**config.mk**
```make
export PLATFORM = sky130hd
export DESIGN_NAME = sync_glitch_filter
export DESIGN_NICKNAME = d
export VERILOG_FILES = /design/src/rtl/sync_glitch_filter_pkg.sv /design/src/rtl/sync_glitch_filter_bit.sv /design/src/rtl/sync_glitch_filter.sv
export SDC_FILE = /design/constraint.sdc
export NUM_CORES = 1
export LEC_CHECK = 0
export ABC_AREA = 1
export CAP_MARGIN = 20
export CORE_AREA = 4 4 41 43
export DETAILED_ROUTE_END_ITERATION = 10
export DIE_AREA = 0 0 45 47
export GPL_ROUTABILITY_DRIVEN = 0
export PLACE_DENSITY_LB_ADDON = 0.3
export SYNTH_ARGS = -nofsm -noshare
export SYNTH_HDL_FRONTEND = slang
export SYNTH_SLANG_ARGS = --single-unit
```
**constraint.sdc**
```tcl
create_clock -name CP -period 1.4 [get_ports CP]
set_input_delay 0.28 -clock CP [delete_from_list [all_inputs] [get_ports CP]]
set_output_delay 0.28 -clock CP [all_outputs]
set_load 0.02 [all_outputs]
```
**src/rtl/sync_glitch_filter_pkg.sv**
```systemverilog
// sync_glitch_filter_pkg: shared FSM state encoding and counter sizing for the glitch filter
package sync_glitch_filter_pkg;

    typedef enum logic [1:0] {
        STABLE_LO = 2'b00,
        QUAL_HI   = 2'b01,
        STABLE_HI = 2'b11,
        QUAL_LO   = 2'b10
    } filt_state_t;

    function automatic int cnt_width(input int filt_cyc);
        return $clog2(filt_cyc + 1);
    endfunction

endpackage

```
**src/rtl/sync_glitch_filter_bit.sv**
```systemverilog
// sync_glitch_filter_bit: one bit of synchronizer chain, stability FSM and qualification counter
module sync_glitch_filter_bit
    import sync_glitch_filter_pkg::*;
#(
    parameter int SYNC_STAGES = 2,
    parameter int FILT_CYC    = 4
) (
    input  logic cp,
    input  logic cdn,
    input  logic d,
    output logic q,
    output logic rise,
    output logic fall
);

    localparam int CW = cnt_width(FILT_CYC);
    localparam logic [CW-1:0] LAST = CW'(FILT_CYC - 1);

    logic [SYNC_STAGES-1:0] chain;
    logic                   s;
    filt_state_t            state;
    logic [CW-1:0]          cnt;

    assign s = chain[SYNC_STAGES-1];

    // Pure flop-to-flop shift: nothing between stages so metastability has a full cycle to resolve
    always_ff @(posedge cp or negedge cdn)
        if (!cdn) chain <= '0;
        else      chain <= {chain[SYNC_STAGES-2:0], d};

    always_ff @(posedge cp or negedge cdn) begin
        if (!cdn) begin
            state <= STABLE_LO;
            cnt   <= '0;
            q     <= 1'b0;
            rise  <= 1'b0;
            fall  <= 1'b0;
        end else begin
            rise <= 1'b0;
            fall <= 1'b0;
            case (state)
                STABLE_LO:
                    if (s) begin
                        if (FILT_CYC == 1) begin
                            state <= STABLE_HI;
                            q     <= 1'b1;
                            rise  <= 1'b1;
                        end else begin
                            state <= QUAL_HI;
                            cnt   <= CW'(1);
                        end
                    end
                QUAL_HI:
                    if (!s) begin
                        state <= STABLE_LO;
                        cnt   <= '0;
                    end else if (cnt == LAST) begin
                        state <= STABLE_HI;
                        q     <= 1'b1;
                        rise  <= 1'b1;
                        cnt   <= '0;
                    end else begin
                        cnt <= cnt + CW'(1);
                    end
                STABLE_HI:
                    if (!s) begin
                        if (FILT_CYC == 1) begin
                            state <= STABLE_LO;
                            q     <= 1'b0;
                            fall  <= 1'b1;
                        end else begin
                            state <= QUAL_LO;
                            cnt   <= CW'(1);
                        end
                    end
                QUAL_LO:
                    if (s) begin
                        state <= STABLE_HI;
                        cnt   <= '0;
                    end else if (cnt == LAST) begin
                        state <= STABLE_LO;
                        q     <= 1'b0;
                        fall  <= 1'b1;
                        cnt   <= '0;
                    end else begin
                        cnt <= cnt + CW'(1);
                    end
                default: state <= STABLE_LO;
            endcase
        end
    end

endmodule

```
**src/rtl/sync_glitch_filter.sv**
```systemverilog
// sync_glitch_filter: per-bit synchronizer + glitch filter with RISE/FALL pulses.
// Optional sticky edge flags enabled by defining SYNC_GLITCH_FILTER_STICKY_EN.
module sync_glitch_filter #(
    parameter int WIDTH       = 1,
    parameter int SYNC_STAGES = 2,
    parameter int FILT_CYC    = 4
) (
    input  logic             CP,
    input  logic             CDN,
    input  logic [WIDTH-1:0] D,
    output logic [WIDTH-1:0] Q,
    output logic [WIDTH-1:0] RISE,
    output logic [WIDTH-1:0] FALL,
    input  logic [WIDTH-1:0] STS_CLR,
    output logic [WIDTH-1:0] EDGE_STS
);

    for (genvar i = 0; i < WIDTH; i++) begin : g_bit
        sync_glitch_filter_bit #(
            .SYNC_STAGES(SYNC_STAGES),
            .FILT_CYC   (FILT_CYC)
        ) u_bit (
            .cp  (CP),
            .cdn (CDN),
            .d   (D[i]),
            .q   (Q[i]),
            .rise(RISE[i]),
            .fall(FALL[i])
        );
    end

`ifdef SYNC_GLITCH_FILTER_STICKY_EN
    // A new edge outranks a clear arriving in the same cycle
    always_ff @(posedge CP or negedge CDN)
        if (!CDN) EDGE_STS <= '0;
        else      EDGE_STS <= (EDGE_STS & ~STS_CLR) | RISE | FALL;
`else
    logic unused_sts_clr;
    assign unused_sts_clr = ^STS_CLR;
    assign EDGE_STS       = '0;
`endif

endmodule

```
* Word-level counts from Yosys, hierarchy flattened
Cells that the tools add are included.
** Word-level totals
- Flip-flop bits (word level) :: 10
- Bits in latches :: 0
- Bits in writable memories :: 0
- ROM bits :: 0
- Bits of input ports :: 4
- Memories kept :: 0
** Cells by class
- Add/sub/neg operators :: 1
- $mul :: 0
- Div/mod/pow operators :: 0
- $lt $le $gt $ge :: 0
- Equality and inequality tests :: 12
- Shift operators :: 0
- Multiplexer cells :: 23
- Bitwise logic cells :: 0
- Reductions and logical operators :: 5
** Operator list (number)
- 2-to-1 mux 3 bit :: 5
- 2-to-1 mux 2 bit :: 6
- case mux 3 bit (4 select lines) :: 1
- 2-to-1 mux 1 bit :: 9
- inequality test 2 x 1 -> 1 bit (second input constant) :: 4
- case mux 2 bit (4 select lines) :: 1
- AND reduction 5 bit :: 1
- == test 2 bit (second input constant) :: 2
- inequality test 2 bit (second input constant) :: 2
- AND reduction 4 bit :: 1
- adder 3 x 1 -> 3 bit (second input constant) :: 1
- == test 3 x 2 -> 1 bit (second input constant) :: 1
- inequality test 3 x 1 -> 1 bit (second input constant) :: 1
- inequality test 3 bit (second input constant) :: 1
- == test 2 x 1 -> 1 bit (second input constant) :: 1
- logical NOT 2 bit :: 1
- case mux 1 bit (2 select lines) :: 1
- AND reduction 2 bit :: 1
- nonzero test 2 bit :: 1

* Longest topological paths before layout
Gate-level depths: netlist of the first run.
- Word-level depth :: 4
- Mapped depth :: 8

* Hierarchy
From an unflattened synthesis of the first run, not the netlist that was laid out.
** Unflattened totals
- Cell total of the unflattened synthesis :: 62
- Area, all modules :: 535.5 um^2
** Modules (own cells, without submodules)
- sync_glitch_filter_bit :: times used 1, cells each 60, area each 524.3 um^2, seq. area each 250.2 um^2
- sync_glitch_filter :: times used 1, cells each 2, area each 11.3 um^2, seq. area each 0.0 um^2

* Least setup slack after synthesis of the first run
Ideal clock, no wire load.
- Kind :: register -> register
- From :: reg g_bit[0].u_bit.state[0]
- To :: reg g_bit[0].u_bit.q
- Library setup time :: 0.118 ns
- Arrival time :: 1.190 ns
- Data required time :: 1.282 ns
- Path slack :: 0.092 ns
- Cell stages (with the launch flop) :: 7
- Path through :: dfrtp_1 inv_1 ha_1 inv_2 or2_4 o21ai_2 nand2_1
** Between the ends
- Word-level cells in the longest chain between the ends :: 3
** RTL lines
- from (decl) :: RTL line sync_glitch_filter_bit.sv:21 : filt_state_t state;
- from (signal assigned) :: RTL line sync_glitch_filter_bit.sv:33 : state <= STABLE_LO;
- from (signal assigned) :: RTL line sync_glitch_filter_bit.sv:45 : state <= STABLE_HI;
- from (signal assigned) :: RTL line sync_glitch_filter_bit.sv:49 : state <= QUAL_HI;
- == test 2 bit / == test 2 x 1 -> 1 bit (equally long branches) :: RTL line sync_glitch_filter_bit.sv:41 : case (state)
- inequality test 2 bit (no line) (tied with other cells)
- AND reduction 5 bit (no line)
- to (signal assigned) :: RTL line sync_glitch_filter_bit.sv:35 : q <= 1'b0;
- to (signal assigned) :: RTL line sync_glitch_filter_bit.sv:46 : q <= 1'b1;
- to (signal assigned) :: RTL line sync_glitch_filter_bit.sv:59 : q <= 1'b1;
- to (decl) :: RTL line sync_glitch_filter_bit.sv:11 : output logic q,
Several ways; a longest one is shown, not always the timed one.
A chain may end at the register's enable or synchronous reset.

* Worst setup path in the final report of the first run
Same ends and word-level chain as after synthesis.

==> run_summary.xml, run 1 <==
<?xml version="1.0" encoding="UTF-8"?>
<metrics>
  <group name="outcome">
    <metric name="outcome" unit="">finished, final reports clean</metric>
  </group>
  <group name="sta">
    <metric name="rsz_0062_raised_after_global_routing" unit="">true</metric>
    <metric name="slew_violations" unit="">0</metric>
    <metric name="fin_setup_tns" unit="ps">0</metric>
    <metric name="clock-skew-final" unit="ps">9.899</metric>
    <metric name="postLayoutSetupSlackWorst" unit="ps">78.38</metric>
    <metric name="fmax" unit="MHz">756.6</metric>
    <metric name="fin_crit_sh" unit="">0.9440</metric>
    <metric name="finalHoldViolations" unit="">0</metric>
    <metric name="hold-worst-slack" unit="ps">311.1</metric>
    <metric name="setup_viol_count_final" unit="">0</metric>
    <metric name="finalWorstPathRequiredPeriod" unit="ps">1322</metric>
  </group>
  <group name="logic_synthesis">
    <metric name="synth_top_area_frac" unit="">0.4535</metric>
    <metric name="synthXorXnorAreaFrac" unit="">0</metric>
    <metric name="ys_warn_count" unit="">0</metric>
    <metric name="yosys-mux-area-fraction" unit="">0</metric>
    <metric name="synth_area" unit="µm²">551.8</metric>
    <metric name="async_reset_ff_frac" unit="">1.000</metric>
    <metric name="synth-compound-area-share" unit="">0.07483</metric>
    <metric name="post_synthesis_net_count" unit="">73</metric>
    <metric name="ys_ff_latch" unit="">10</metric>
    <metric name="synthMostInstantiatedCell" unit="">nand2_1</metric>
    <metric name="post_synth_and_or_nand_nor_area_fraction" unit="">0.2540</metric>
    <metric name="synth.yosys.seq_area_share" unit="">0.4535</metric>
    <metric name="synthFlopType" unit="">dfrtp_1</metric>
    <metric name="library_cell_with_the_largest_summed_area_after_synthesis" unit="">dfrtp_1</metric>
    <metric name="post_synth_fa_ha_maj_area_fraction" unit="">0.1361</metric>
    <metric name="synth.lib_cells_used.distinct" unit="">16</metric>
    <metric name="main_combinational_cell_family_by_area_after_synthesis" unit="">simple AND/OR/NAND/NOR gates</metric>
    <metric name="syn_area_per_cell" unit="µm²">8.758</metric>
    <metric name="netlist_top_cells_area" unit="">dfrtp_1 45%, ha_1 14%, nand2_1 8.8%</metric>
    <metric name="most_frequent_cells_after_synthesis" unit="">13 x nand2_1, 10 x dfrtp_1, 6 x ha_1, 6 x inv_1, 6 x nand2_2</metric>
    <metric name="synth_edf_count" unit="">0</metric>
    <metric name="synthesis.instances" unit="">63</metric>
  </group>
  <group name="grt">
    <metric name="globalRouteTotalUtil" unit="">0.1113</metric>
    <metric name="grt_first_pass_wirelength" unit="µm">1669</metric>
    <metric name="grt_overflow" unit="">0</metric>
    <metric name="vias_in_the_first_global_route" unit="">393</metric>
    <metric name="grt_antenna_before_repair" unit="">0</metric>
    <metric name="grt_start_max_net_pins" unit="">11</metric>
  </group>
  <group name="clock_tree">
    <metric name="insertion_delay" unit="ps">270</metric>
    <metric name="clock_tree.root_cell" unit="">clkbuf_4</metric>
    <metric name="clock_sinks" unit="">10</metric>
    <metric name="cts_hold_repair.buffers" unit="">0</metric>
    <metric name="tritoncts" unit="">built</metric>
    <metric name="cts-root-to-sink-buffers" unit="">2</metric>
    <metric name="cts_buffers" unit="">3</metric>
    <metric name="cts_max_level" unit="">1</metric>
    <metric name="clock_slew_at_the_register_clock_pins_of_the_worst_setup_and_hold_paths" unit="ps">70</metric>
  </group>
  <group name="setup_path">
    <metric name="critical_path_buf_inv_count" unit="">2</metric>
    <metric name="cp.depth" unit="">6</metric>
    <metric name="cp-end-kind" unit="">flop</metric>
    <metric name="r2r_setup_slack" unit="ps">80</metric>
    <metric name="worst-endpoint-arrival" unit="ps">1490</metric>
    <metric name="reg2regPathDepth" unit="">6</metric>
    <metric name="worst_path_dominant_cell_family" unit="">adder cells</metric>
    <metric name="worst-path-max-fanout" unit="">4</metric>
    <metric name="rr_startpoint" unit="">g_bit[0].u_bit.state[0]</metric>
    <metric name="critical_path_cell_list" unit="">inv_1 &gt; ha_1 &gt; inv_2 &gt; or2_4 &gt; o21ai_2 &gt; nand2_1</metric>
    <metric name="timing.critical_path.from_type" unit="">flop</metric>
    <metric name="critPathRequiredTime" unit="ps">1570</metric>
    <metric name="cp_slowest_stage_delay" unit="ps">350</metric>
    <metric name="setup.worst_path.class" unit="">flop to flop</metric>
    <metric name="r2r-end" unit="">g_bit[0].u_bit.q</metric>
    <metric name="crit_path_top_delay_cell" unit="">ha_1</metric>
  </group>
  <group name="cells_and_area">
    <metric name="layout-drive-gt1-share" unit="">0.2933</metric>
    <metric name="utilization" unit="">0.5240</metric>
    <metric name="final_net_count" unit="">86</metric>
    <metric name="antenna_cells_inserted" unit="">0</metric>
    <metric name="area_growth" unit="%">23.58</metric>
  </group>
  <group name="route">
    <metric name="viasPerCell" unit="">4.689</metric>
    <metric name="avgRoutedWirePerCell" unit="µm">10.23</metric>
    <metric name="remaining_drc_errors" unit="">0</metric>
    <metric name="route.final.wire_length" unit="µm">921</metric>
    <metric name="drtIter0Drc" unit="">15</metric>
    <metric name="first_pass_iters" unit="">5</metric>
    <metric name="num_vias" unit="">422</metric>
    <metric name="drtAntennaViolNets" unit="">0</metric>
  </group>
  <group name="floorplan">
    <metric name="die_height" unit="µm">47</metric>
    <metric name="fp.dieW" unit="µm">45</metric>
    <metric name="design.core.area" unit="µm²">1301</metric>
    <metric name="pin_count" unit="">8</metric>
    <metric name="floorplan.rows" unit="">13</metric>
    <metric name="initial_utilization" unit="">0.4240</metric>
    <metric name="die_area" unit="µm²">2115</metric>
  </group>
  <group name="worst_hold_path">
    <metric name="hp-class" unit="">input pin to async pin</metric>
  </group>
  <group name="placed_design">
    <metric name="post-dp-hpwl" unit="µm">718.9</metric>
    <metric name="placement.setup.worst_slack" unit="ps">91.39</metric>
    <metric name="numPortBuffers" unit="">5</metric>
  </group>
  <group name="flow_run">
    <metric name="maxCapViolations" unit="">0</metric>
  </group>
  <group name="pwr">
    <metric name="powerDensity" unit="nW/µm²">1923</metric>
    <metric name="vdd.ir_drop.worst" unit="V">0.0009766</metric>
    <metric name="p_leak" unit="nW">0.3480</metric>
    <metric name="total_power" unit="mW">1.312</metric>
  </group>
</metrics>
[what timing repair did]
item | in CTS | in global routing
setup buffers | 0 | 1
cloned | 0 | 0
pin swaps | 0 | 1
endpoints found under the setup margin | 3 | 2
gates resized for setup | 3 | 2
[power by group]
group          internal [mW]  switching (mW)
logic                  0.280           0.382
clock network          0.158           0.106
registers              0.351          0.0338
[layout by cell type (no fill, tap or decap)]
cell type / n
clkdlybuf4s50_1: 2
a21oi_1: 1
nand2_2: 6
o21ai_2: 2
inv_1: 6
dlygate4sd2_1: 3
conb_1: 1
nor2_1: 5
clkbuf_4: 3
or2_4: 1
a21oi_2: 2
inv_4: 1
o21ai_0: 1
nand2_1: 13
dfrtp_1: 10
ha_1: 6
inv_2: 2
nand3_1: 4
nand4_1: 1
clkbuf_8: 1
buf_4: 4
[worst reg2reg max path: stages, from the launching register on]
cell and delay, ps:
dfrtp_1 340, inv_1 70, ha_1 350, inv_2 60, or2_4 240, o21ai_2 100, nand2_1 50
[per-stage QoR]
stage | cells | cell area, µm²
after floorplan | 63 | 551.8
after global placement | 85 | 635.6
after detailed placement | 85 | 635.6
after CTS | 89 | 668.1
after global routing | 90 | 681.9
final | 90 | 681.9
[flip-flops by register name, summed over array words and instances (netlist names)]
signal / cells
g_bit.u_bit.q: 1
g_bit.u_bit.state: 2
g_bit.u_bit.fall: 1
g_bit.u_bit.chain: 2
g_bit.u_bit.rise: 1
g_bit.u_bit.cnt: 3
[cell families (layout without fill, tap and decap cells)]
family	count (synthesis)	count (layout)
adders and majority gates	6	6
DFF	10	10
and+or+nand+nor	30	30
buffers and inverters	10	22
AOI/OAI and AO/OA	6	6
other	1	1
[worst max path at each step]
| stage | slack (ps) | endpoint | startpoint |
|---|---|---|---|
| final | 80 | g_bit[0].u_bit.q | g_bit[0].u_bit.state[0] |
| after global routing | -10 | g_bit[0].u_bit.q | g_bit[0].u_bit.state[0] |
| after CTS | 80 | g_bit[0].u_bit.q | g_bit[0].u_bit.state[0] |
| after detailed placement | 90 | g_bit[0].u_bit.q | g_bit[0].u_bit.state[0] |
| after global placement | 100 | g_bit[0].u_bit.q | g_bit[0].u_bit.state[0] |
| after floorplan | 90 | g_bit[0].u_bit.q | g_bit[0].u_bit.state[0] |
[area by class of cell]
type	count	area [µm²]
fill	131	619.3
multi-input combinational	43	264.0
sequential	10	250.2
timing repair buffer	9	76.32
clock buffer	4	36.28
inverter	9	36.28
tap	15	18.77
[metal layers]
layer / GRT usage / up-vias / part of all wire
met4: 0.05263 / 0 / 0.027
met1: 0.1371 / 192 / 0.44
met5: 0 / - / 0
met3: 0.03448 / 3 / 0.054
met2: 0.1780 / 10 / 0.48
li1: - / 217 / -
(Power assumes the default switching activity.)
==> run 2, diff against run 1 <==
--- a/config.mk
+++ b/config.mk
@@ -12,6 +12,7 @@
 export DIE_AREA = 0 0 45 47
 export GPL_ROUTABILITY_DRIVEN = 0
 export PLACE_DENSITY_LB_ADDON = 0.3
+export REMOVE_ABC_BUFFERS = 1
 export SYNTH_ARGS = -nofsm -noshare
 export SYNTH_HDL_FRONTEND = slang
 export SYNTH_SLANG_ARGS = --single-unit
==> run_summary.xml, run 2 (same netlist as run 1, synthesis figures left out) <==
<?xml version="1.0" encoding="UTF-8"?>
<metrics>
  <group name="floorplan">
    <metric name="die_area" unit="µm²">2115</metric>
    <metric name="fp.dieW" unit="µm">45</metric>
    <metric name="initial_utilization" unit="">0.4240</metric>
    <metric name="die_height" unit="µm">47</metric>
    <metric name="pin_count" unit="">8</metric>
    <metric name="floorplan.rows" unit="">13</metric>
    <metric name="design.core.area" unit="µm²">1301</metric>
  </group>
  <group name="sta">
    <metric name="finalWorstPathRequiredPeriod" unit="ps">1276</metric>
    <metric name="slew_violations" unit="">0</metric>
    <metric name="fin_crit_sh" unit="">0.9117</metric>
    <metric name="finalHoldViolations" unit="">0</metric>
    <metric name="fin_setup_tns" unit="ps">0</metric>
    <metric name="postLayoutSetupSlackWorst" unit="ps">123.7</metric>
    <metric name="fmax" unit="MHz">783.5</metric>
    <metric name="rsz_0062_raised_after_global_routing" unit="">false</metric>
    <metric name="setup_viol_count_final" unit="">0</metric>
    <metric name="hold-worst-slack" unit="ps">330.1</metric>
    <metric name="clock-skew-final" unit="ps">0.6420</metric>
  </group>
  <group name="route">
    <metric name="remaining_drc_errors" unit="">0</metric>
    <metric name="drtAntennaViolNets" unit="">0</metric>
    <metric name="viasPerCell" unit="">4.816</metric>
    <metric name="avgRoutedWirePerCell" unit="µm">10.38</metric>
    <metric name="drtIter0Drc" unit="">4</metric>
    <metric name="first_pass_iters" unit="">4</metric>
    <metric name="route.final.wire_length" unit="µm">903</metric>
    <metric name="num_vias" unit="">419</metric>
  </group>
  <group name="pwr">
    <metric name="switchingPower" unit="mW">0.4952</metric>
    <metric name="power_frac_comb" unit="">0.527</metric>
    <metric name="power_frac_clock" unit="">0.159</metric>
    <metric name="vdd.ir_drop.worst" unit="V">0.0008813</metric>
    <metric name="intPower" unit="mW">0.7298</metric>
    <metric name="power.share.switching" unit="">0.4042</metric>
    <metric name="total_power" unit="mW">1.225</metric>
    <metric name="powerDensity" unit="nW/µm²">1858</metric>
    <metric name="p_leak" unit="nW">0.3314</metric>
    <metric name="share_seq_of_total_power" unit="">0.315</metric>
  </group>
  <group name="grt">
    <metric name="vias_in_the_first_global_route" unit="">400</metric>
    <metric name="grt_overflow" unit="">0</metric>
    <metric name="globalRouteTotalUtil" unit="">0.1143</metric>
    <metric name="grt_antenna_before_repair" unit="">0</metric>
    <metric name="grt_start_max_net_pins" unit="">11</metric>
    <metric name="grt_first_pass_wirelength" unit="µm">1656</metric>
  </group>
  <group name="clock_tree">
    <metric name="cts-root-to-sink-buffers" unit="">2</metric>
    <metric name="clock_tree.root_cell" unit="">clkbuf_4</metric>
    <metric name="tritoncts" unit="">built</metric>
    <metric name="cts_buffers" unit="">3</metric>
    <metric name="clock_slew_at_the_register_clock_pins_of_the_worst_setup_and_hold_paths" unit="ps">60</metric>
    <metric name="clock_sinks" unit="">10</metric>
    <metric name="cts_hold_repair.buffers" unit="">0</metric>
    <metric name="insertion_delay" unit="ps">260</metric>
    <metric name="cts_max_level" unit="">1</metric>
  </group>
  <group name="setup_path">
    <metric name="rr_startpoint" unit="">g_bit[0].u_bit.state[0]</metric>
    <metric name="r2r_setup_slack" unit="ps">120</metric>
    <metric name="cp-end-kind" unit="">flop</metric>
    <metric name="critPathRequiredTime" unit="ps">1560</metric>
    <metric name="setup.worst_path.class" unit="">flop to flop</metric>
    <metric name="r2r-end" unit="">g_bit[0].u_bit.q</metric>
    <metric name="timing.critical_path.from_type" unit="">flop</metric>
    <metric name="worst-path-max-fanout" unit="">4</metric>
    <metric name="reg2regPathDepth" unit="">6</metric>
    <metric name="worst-endpoint-arrival" unit="ps">1430</metric>
  </group>
  <group name="cells_and_area">
    <metric name="stdcell_area" unit="µm²">659.4</metric>
    <metric name="layout.cells.most_common_list" unit="">13 x nand2_1, 10 x dfrtp_1, 6 x inv_1, 6 x nand2_2</metric>
    <metric name="utilization" unit="">0.5067</metric>
    <metric name="area_growth" unit="%">19.50</metric>
    <metric name="flip_flop_count_of_the_largest_register_after_layout" unit="">3</metric>
    <metric name="largest_register" unit="">g_bit.u_bit.cnt</metric>
    <metric name="biggestRegsByFlops" unit="">g_bit.u_bit.cnt x3, g_bit.u_bit.chain x2, g_bit.u_bit.state x2</metric>
    <metric name="final_net_count" unit="">84</metric>
    <metric name="layout-drive-gt1-share" unit="">0.2639</metric>
    <metric name="antenna_cells_inserted" unit="">0</metric>
    <metric name="most_common_library_cell_in_the_layout_ignoring_fill_and_taps" unit="">nand2_1</metric>
    <metric name="final_cell_count_no_fill" unit="">87</metric>
  </group>
  <group name="placed_design">
    <metric name="numPortBuffers" unit="">5</metric>
    <metric name="placement.setup.worst_slack" unit="ps">74.85</metric>
    <metric name="place_area" unit="µm²">628.1</metric>
    <metric name="place.detailed.instances" unit="">84</metric>
    <metric name="post-dp-hpwl" unit="µm">729.2</metric>
  </group>
  <group name="worst_hold_path">
    <metric name="hp-class" unit="">input pin to async pin</metric>
  </group>
  <group name="outcome">
    <metric name="outcome" unit="">finished, final reports clean</metric>
  </group>
  <group name="flow_run">
    <metric name="maxCapViolations" unit="">0</metric>
  </group>
</metrics>
run 2: layer usage:
layer	vias to the layer above	track usage	share of wire
met5	-	0	0
met1	194	0.1271	0.41
met3	2	0.05747	0.078
met4	0	0.05263	0.0089
li1	214	-	-
met2	9	0.1836	0.50
run 2: final cells by class:
type                       count  area (µm²)
fill                         135       641.9
multi-input combinational     43       272.8
sequential                    10       250.2
timing repair buffer           7       61.31
inverter                       9       33.78
clock buffer                   3       22.52
tap                           15       18.77
run 2: what timing repair did:
item,in CTS,in global routing
setup buffers,0,0
gates resized for setup,3,1
setup endpoints to repair,3,1
run 2: critical path: stages, from the launching register on:
cell and delay, ps:
dfrtp_1 350, inv_1 90, ha_4 300, inv_2 40, or2_4 230, o21ai_2 100
nand2_1 60
run 2: worst max-delay path by stage:
| stage | start | to | depth (start not counted) |
|---|---|---|---|
| finish | g_bit[0].u_bit.state[0] | g_bit[0].u_bit.q | 6 |
| CTS | g_bit[0].u_bit.state[0] | g_bit[0].u_bit.q | 6 |
| global route | g_bit[0].u_bit.state[0] | g_bit[0].u_bit.state[0] | 8 |
| detailed placement | g_bit[0].u_bit.state[0] | g_bit[0].u_bit.q | 6 |
| floorplan | g_bit[0].u_bit.state[0] | g_bit[0].u_bit.q | 6 |
| global placement | g_bit[0].u_bit.state[0] | g_bit[0].u_bit.q | 6 |
run 2: power groups by stage:
| stage | Clock, mW | Sequential [mW] | Combinational (mW) |
|---|---|---|---|
| 2_1_floorplan | 0 | 0.406 | 0.451 |
| 3_3_place_gp | 0 | 0.389 | 0.605 |
| 3_5_place_dp | 0 | 0.392 | 0.613 |
| 4_1_cts | 0.204 | 0.386 | 0.611 |
| 5_1_grt | 0.216 | 0.395 | 0.747 |
| 6_report | 0.194 | 0.385 | 0.645 |
